## src/rtl/spike_fire_unit_if.sv

```systemverilog
// rtl/spike_fire_unit_if.sv - spike event stream toward the router
// Master drives the FIFO head; slave applies backpressure via spike_ready.
interface spike_fire_unit_if #(
   parameter int TS_W = 12
);
   logic                spike_valid;
   logic                spike_ready;
   logic [8+TS_W-1:0]   spike_data;

   modport master (
      output spike_valid,
      output spike_data,
      input  spike_ready
   );

   modport slave (
      input  spike_valid,
      input  spike_data,
      output spike_ready
   );
endinterface

```

## src/rtl/spike_fire_unit.sv

```systemverilog
// rtl/spike_fire_unit.sv - threshold compare, refractory clamp and spike event FIFO
// Closes the integrate-and-fire loop and emits {neuron_id, timestamp} events.
module spike_fire_unit #(
   parameter int NEURON_ID  = 0,
   parameter int TS_W       = 12,
   parameter int FIFO_DEPTH = 4
) (
   input  logic               clk,
   input  logic               rst,
   input  logic [7:0]         membrane_in,
   input  logic               membrane_valid,
   input  logic [7:0]         threshold,
   input  logic [1:0]         reset_mode,
   input  logic [7:0]         reset_const,
   input  logic [3:0]         refract_len,
   input  logic               tick,
   output logic               spike_detected,
   output logic [7:0]         reset_value,
   output logic [7:0]         drop_count,
   output logic               refractory,
   spike_fire_unit_if.master  spike_if
);
   localparam int AW = $clog2(FIFO_DEPTH);
   localparam int DW = 8 + TS_W;

   typedef enum logic {ARMED, REFRACT} state_e;

   state_e          state_q, state_d;
   logic [3:0]      cnt_q, cnt_d;
   logic [TS_W-1:0] ts_q, ts_d;
   logic            spike_det_q, spike_det_d;
   logic            refractory_q, refractory_d;
   logic [7:0]      reset_val_q, reset_val_d;
   logic [7:0]      drop_q, drop_d;
   logic [DW-1:0]   mem_q [FIFO_DEPTH];
   logic [DW-1:0]   mem_d [FIFO_DEPTH];
   logic [AW:0]     wr_q, wr_d, rd_q, rd_d;
   logic            fire, empty, full, push, pop;

   assign fire  = (state_q == ARMED) && membrane_valid && (threshold != 8'd0) &&
                  (membrane_in >= threshold);
   assign empty = (wr_q == rd_q);
   assign full  = (wr_q[AW] != rd_q[AW]) && (wr_q[AW-1:0] == rd_q[AW-1:0]);
   assign pop   = !empty && spike_if.spike_ready;
   // A pop in the same cycle frees the slot, so a fire into a full FIFO still lands.
   assign push  = fire && (!full || pop);

   always_comb begin
      state_d      = state_q;
      cnt_d        = cnt_q;
      spike_det_d  = 1'b0;
      refractory_d = 1'b0;
      reset_val_d  = reset_val_q;
      case (state_q)
         ARMED: begin
            if (fire) begin
               spike_det_d = 1'b1;
               case (reset_mode)
                  2'd1:    reset_val_d = membrane_in - threshold;
                  2'd2:    reset_val_d = membrane_in;
                  default: reset_val_d = reset_const;
               endcase
               if (refract_len != 4'd0) begin
                  state_d = REFRACT;
                  cnt_d   = refract_len;
               end
            end
         end
         REFRACT: begin
            // Keep clamping the integrator with the value loaded at the fire.
            spike_det_d  = 1'b1;
            refractory_d = 1'b1;
            cnt_d        = cnt_q - 4'd1;
            if (cnt_q == 4'd1) begin
               state_d = ARMED;
            end
         end
         default: state_d = ARMED;
      endcase
   end

   always_comb begin
      ts_d = tick ? ts_q + TS_W'(1) : ts_q;
      mem_d  = mem_q;
      wr_d   = wr_q;
      rd_d   = rd_q;
      drop_d = drop_q;
      if (push) begin
         mem_d[wr_q[AW-1:0]] = {8'(NEURON_ID), ts_q};
         wr_d                = wr_q + (AW+1)'(1);
      end
      if (pop) begin
         rd_d = rd_q + (AW+1)'(1);
      end
      if (fire && !push && (drop_q != 8'hFF)) begin
         drop_d = drop_q + 8'd1;
      end
   end

   always_ff @(posedge clk or posedge rst) begin
      if (rst) begin
         state_q      <= ARMED;
         cnt_q        <= 4'd0;
         ts_q         <= '0;
         spike_det_q  <= 1'b0;
         refractory_q <= 1'b0;
         reset_val_q  <= 8'd0;
         drop_q       <= 8'd0;
         wr_q         <= '0;
         rd_q         <= '0;
         for (int i = 0; i < FIFO_DEPTH; i++) begin
            mem_q[i] <= '0;
         end
      end else begin
         state_q      <= state_d;
         cnt_q        <= cnt_d;
         ts_q         <= ts_d;
         spike_det_q  <= spike_det_d;
         refractory_q <= refractory_d;
         reset_val_q  <= reset_val_d;
         drop_q       <= drop_d;
         wr_q         <= wr_d;
         rd_q         <= rd_d;
         mem_q        <= mem_d;
      end
   end

   assign spike_detected       = spike_det_q;
   assign reset_value          = reset_val_q;
   assign drop_count           = drop_q;
   assign refractory           = refractory_q;
   assign spike_if.spike_valid = !empty;
   assign spike_if.spike_data  = empty ? '0 : mem_q[rd_q[AW-1:0]];
endmodule

```

## src/flat_wrapper.sv

```systemverilog
// flat-port wrapper written by rule: the top's interface ports become plain ports
module spike_fire_unit_flat 
#(
   parameter int NEURON_ID  = 0,
   parameter int TS_W       = 12,
   parameter int FIFO_DEPTH = 4
)
  (clk, rst, membrane_in, membrane_valid, threshold, reset_mode, reset_const, refract_len, tick, spike_detected, reset_value, drop_count, refractory, spike_if_spike_valid, spike_if_spike_data, spike_if_spike_ready);
  spike_fire_unit_if #(.TS_W(TS_W)) spike_if_i ();
  input  logic clk;
  input  logic rst;
  input  logic [7:0] membrane_in;
  input  logic membrane_valid;
  input  logic [7:0] threshold;
  input  logic [1:0] reset_mode;
  input  logic [7:0] reset_const;
  input  logic [3:0] refract_len;
  input  logic tick;
  output logic spike_detected;
  output logic [7:0] reset_value;
  output logic [7:0] drop_count;
  output logic refractory;
  output wire logic [$bits(spike_if_i.spike_valid)-1:0] spike_if_spike_valid;
  output wire logic [$bits(spike_if_i.spike_data)-1:0] spike_if_spike_data;
  input wire logic [$bits(spike_if_i.spike_ready)-1:0] spike_if_spike_ready;
  assign spike_if_spike_valid = spike_if_i.spike_valid;
  assign spike_if_spike_data = spike_if_i.spike_data;
  assign spike_if_i.spike_ready = spike_if_spike_ready;
  spike_fire_unit #(.NEURON_ID(NEURON_ID), .TS_W(TS_W), .FIFO_DEPTH(FIFO_DEPTH)) u_core (.clk(clk), .rst(rst), .membrane_in(membrane_in), .membrane_valid(membrane_valid), .threshold(threshold), .reset_mode(reset_mode), .reset_const(reset_const), .refract_len(refract_len), .tick(tick), .spike_detected(spike_detected), .reset_value(reset_value), .drop_count(drop_count), .refractory(refractory), .spike_if(spike_if_i));
endmodule
```

## config.mk

```make
export PLATFORM = sky130hd
export DESIGN_NAME = spike_fire_unit_flat
export DESIGN_NICKNAME = d
export VERILOG_FILES = /design/src/rtl/spike_fire_unit_if.sv /design/src/rtl/spike_fire_unit.sv /design/src/flat_wrapper.sv
export SDC_FILE = /design/constraint.sdc
export NUM_CORES = 1
export LEC_CHECK = 0
export ABC_CLOCK_PERIOD_IN_PS = 8400
export CORE_ASPECT_RATIO = 0.9
export CORE_MARGIN = 2
export CORE_UTILIZATION = 44
export DETAILED_ROUTE_END_ITERATION = 8
export PLACE_DENSITY = 0.72
export SYNTH_ARGS = -nofsm -noshare
export SYNTH_HDL_FRONTEND = slang
export SYNTH_SLANG_ARGS = --single-unit
```

## constraint.sdc

```tcl
create_clock -name clk -period 8.4 [get_ports clk]
set_input_delay 1.68 -clock clk [delete_from_list [all_inputs] [get_ports clk]]
set_output_delay 1.68 -clock clk [all_outputs]
set_load 0.1 [all_outputs]
```

# == Word level (Yosys, flattened, before mapping) ==
# Cells that the tools add are included.
# totals
word_cells,70
regBits,121
# classes
magnitude_cmp,4
add_sub_neg,6
mux,18
n_eq_ne,9
reduce_logical,17
n_bitwise,3
# op_table
operator,count
80-bit bitwise mux,1
20-bit 2-to-1 mux,4
20-bit binary-select mux with 2-bit select,1
20-bit demux with 2-bit select,1
8-bit case mux with 2 select lines,1
"12-bit by 1-bit adder with 12-bit output, second input constant",1
1-bit logical AND,9
"8-bit by 1-bit adder with 8-bit output, second input constant",1
8-bit greater-or-equal comparator,1
4-bit 2-to-1 mux,2
"8-bit inequality test, second input constant",1
4-bit case mux with 2 select lines,1
8-bit nonzero test,1
8-bit subtractor,1
"3-bit by 1-bit adder with 3-bit output, second input constant",2
"3-bit greater-or-equal comparator, second input constant",2
2-bit inverter with 3-bit output,2
1-bit 2-to-1 mux,5
"4-bit by 1-bit equality test with 1-bit output, second input constant",1
1-bit case mux with 2 select lines,2
2-bit AND reduction,2
4-bit nonzero test,1
"4-bit by 1-bit subtractor with 4-bit output, second input constant",1
3-bit equality test,1
10 further kinds,12

# == Depth between registers and ports, before layout ==
# depth
ltp_word,8
depth_mapped,11
ltp_nobuf,9

# == Worst setup path before layout ==
# OpenSTA, ideal clock, no wires.
# synth_path
kind,register -> output
start,register u_core.rd_q[0]
end,output port spike_if_spike_data[10]
arrival_time_ns,2.409
t_required_ns,6.720
setup_slack_ns,4.311
path_stages_with_launch,5
cell_sequence,dfrtp_1 > buf_6 > buf_2 > mux4_2 > nor2b_1
# synth_between
elab_chain_cells,5
word_cells_on_any_way,6
# synth_lines
item,line,source
start: declaration,spike_fire_unit.sv:37,"logic [AW:0] wr_q, wr_d, rd_q, rd_d;"
start signal: assignment,spike_fire_unit.sv:123,rd_q <= rd_d;
2-bit inverter with 3-bit output (implied by the code),spike_fire_unit.sv:133,assign spike_if.spike_data = empty ? '0 : mem_q[rd_q[AW-1:0]];
20-bit binary-select mux with 2-bit select,spike_fire_unit.sv:133,
20-bit 2-to-1 mux (implied by the code) (2 in a row),spike_fire_unit.sv:133,
20-bit 2-to-1 mux (*),spike_fire_unit.sv:133,
end: declaration,flat_wrapper.sv:24,output wire logic [$bits(spike_if_i.spike_data)-1:0] spike_if_spike_data;
# Mark *: on every way between the ends. The rest lies on a longest branch, timed or not. The select of a mux whose other input is x is not followed.

# == Final worst setup path ==
# layout_path
start,register u_core.rd_q[0]
end,output port spike_if_spike_data[9]
# Same word-level chain as after synthesis.

==> summary.txt <==
Pwr
  • Static leakage: about 2.6 nW
  • PD cells: between 300 and 400 nW/um2
  • Pint: around 0.0012 W
  • Combinational share of power: 0.466
  • Max VDD drop: 0.000195 V
  • Sw Ratio: 0.449
  • Sw power: between 0.0009 and 0.001 W
  • Reg power frac: 0.332
  • Power share of the clock group: 0.202

Worst setup path
  • CP max FO: 15
  • Reg2Reg Depth: 5
  • Crit path DAT: around 3.2 ns
  • CP required: 6.72 ns
  • Worst Path Class, Setup: reg2out
  • Startpoint Class: flip-flop
  • Crit end category: output port

Synth
  • Commonest cells in the netlist: dfrtp_1, mux2_2, inv_1, ha_1, nand2_1
  • Synth Register Bits: 89
  • Number of synthesized flops with an enable pin: 0
  • Largest area contributor in the netlist: dfrtp_1
  • Synth Cell Area: about 4800 um2
  • Post-synthesis cell type count: 52
  • Most numerous cell in the Yosys netlist: dfrtp_1
  • Sequential area share after synthesis: 0.466
  • Dominant cells by area after synthesis: dfrtp_1, mux2_2, mux4_2
  • Yosys warning count: 0
  • Main synth FF type: dfrtp_1
  • Post-synthesis instance total: slightly below 400
  • Mapped Avg Cell Area: 12.2 um2
  • Asr flop ratio synth: 1.00
  • Share of the synthesized area in the top cell type: 0.466

STA
  • Slew HR: 0.257
  • Final setup skew: between 0.008 and 0.009 ns
  • Hold Worst Slack: about 0.5 ns
  • Setup slack after layout: 3.56 ns
  • Least-Margin Pin Slew: ~1.1 ns
  • Max Clock Freq: just over 200 MHz
  • Unrepaired setup endpoints after global routing: no
  • Post-route clock period utilization: 0.576
  • Min cycle time layout: 4.84 ns
  • Setup_tns: 0 ns
  • Slew Viols, Final: 0
  • Hold Fails Final Rpt: 0
  • # setup viols final: 0

Place
  • Cells after DPL: 575
  • Placer congestion estimate: 0.872
  • DP Worst Slack: about 3.5 ns
  • IO buf count: 65
  • Post-DP HPWL: a little under 7000 um
  • Post-DP Area: approximately 5500 um2

Final layout
  • Antenna Cells: 0
  • Fill count: slightly above 900
  • Final instance area: 5800 um2
  • Area delta synth->final: 21.5%
  • Layout net count: 508
  • Fin cells: 590
  • Share of layout cells above drive strength 1: 0.197

Floorplanning
  • Core Region: roughly 11000 um2
  • DIE AREA: about 12000 um2
  • Die width: approximately 110 um
  • IO Count: 74
  • Initial core utilization: 0.445
  • Die Y: between 100 and 150 um
  • # rows: 36

Clock network
  • Worst skew pair latency: roughly 0.33 ns
  • CTS tree: done
  • Clock sinks: 89
  • # hold bufs at CTS: 0
  • Postcts setup bufs: 0
  • CTS max path bufs: 2
  • PostCTS Resize Cnt: 0
  • Num CTS Buffers: 9
  • CTS root buf: clkbuf_16
  • H-tree levels: 3
  • Clock-pin slew on the worst setup and hold paths: 0.06 ns

Global route
  • Initial antenna violation count: 0
  • First-pass GRT wire length: between 15000 and 20000 um
  • Vias in the first global route: roughly 3300
  • Total track usage: 0.181
  • Grt ovf: 0
  • Largest net degree at the start of global routing: 90

Route
  • WL per Instance: approximately 17 um
  • Remaining DRCs: 0
  • Iter 0 DRT Violations: around 150
  • DR vias: about 3300
  • Wirelength, routed: 9830 um
  • Antenna viol nets, final: 0
  • Via density: between 5 and 6
  • DRT Pass-1 Iters: 4

Run status
  • Status: completed

Flow run
  • Max-cap violations: 0

Hold path
  • Hold Path Stages: 2
  • Min-Delay Path Class: reg2reg
## sequential cells by signal, summed over array words and instances, names as in the netlist
register and flops:
u_core.cnt_q 4, u_core.wr_q 3, u_core.drop_count 8, u_core.mem_q 48, u_core.spike_detected 1, u_core.ts_q 12
u_core.rd_q 3, u_core.state_q 1, u_core.refractory 1, u_core.reset_value 8
## power groups by stage
stage / logic [W] / registers, W / clock network, W
3_5_place_dp: 0.000982 / 0.000701 / 0
2_1_floorplan: 0.000610 / 0.000842 / 0
5_1_grt: 0.00103 / 0.000719 / 0.000454
4_1_cts: 0.000985 / 0.000695 / 0.000436
6_report: 0.000976 / 0.000694 / 0.000423
3_3_place_gp: 0.000963 / 0.000694 / 0
## stage by stage
stage / total power, W / utilization
after floorplan: 0.00145 / -
after global placement: 0.00166 / 0.512
final: 0.00209 / 0.541
after global routing: 0.00220 / 0.541
after detailed placement: 0.00168 / 0.512
after CTS: 0.00212 / 0.541
## metal layers
| metal | vias to the layer above | wire length [um] | track usage |
|---|---|---|---|
| met5 | - | 0 | 0 |
| met4 | 0 | 101 | 0.0488 |
| met3 | 14 | 447 | 0.0394 |
| met2 | 115 | 4890 | 0.310 |
| met1 | 1622 | 4390 | 0.236 |
| li1 | 1514 | - | - |
## path summary, 6_finish.rpt
path,from,end,slack (ns)
max in group asynchronous,rst,u_core.mem_q[47]$_DFFE_PP0P_,5.66
min in group asynchronous,rst,u_core.rd_q[1]$_DFFE_PP0P_,2.03
worst max-delay path,u_core.rd_q[0]$_DFFE_PP0P_,spike_if_spike_data[9],3.56
worst max register to register,u_core.state_q$_DFF_PP0_,u_core.mem_q[8]$_DFFE_PP0P_,5.55
worst min-delay path,u_core.reset_value[2]$_DFFE_PP0P_,u_core.reset_value[2]$_DFFE_PP0P_,0.49
worst min register to register,u_core.reset_value[2]$_DFFE_PP0P_,u_core.reset_value[2]$_DFFE_PP0P_,0.49
## area by class of cell
type / instances / area, um2 / area share
sequential: 89 / 2230 / 0.384
multi-input combinational: 261 / 2330 / 0.401
clock inverter: 6 / 91.3 / 0.0157
timing repair buffer: 68 / 673 / 0.116
clock buffer: 9 / 225 / 0.0388
inverter: 24 / 91.3 / 0.0157
tap: 133 / 166 / 0.0287
## cells in the final DEF, fill, tap and decap left out, drive strengths merged, types with 9 or more instances in the layout
master	count
dfrtp	89
clkdlybuf4s50	65
mux2	54
inv	23
ha	19
nand2	18
nor2b	15
xnor2	15
xor2	13
mux4	12
o21ai	11
nand3	9
and3	9
clkbuf	9
## worst max-delay path, cell delays in order, from the launching register on
cell and delay (ns):
dfrtp_1 0.95, xor2_1 0.25, nor3b_1 0.09, buf_4 0.21
nor2b_1 0.16, clkdlybuf4s50_1 1.15
## logic make-up after synthesis
group                      after synthesis  synth area share
AOI/OAI and AO/OA                       52            0.0810
xor gates and xnor gates                28            0.0514
adders and majority gates               20            0.0540
buffers and inverters                   48            0.0521
DFF                                     89             0.466
muxes                                   66             0.192
other                                    1          0.000785
and+or+nand+nor                         87             0.103
(Power assumes the default switching activity.)
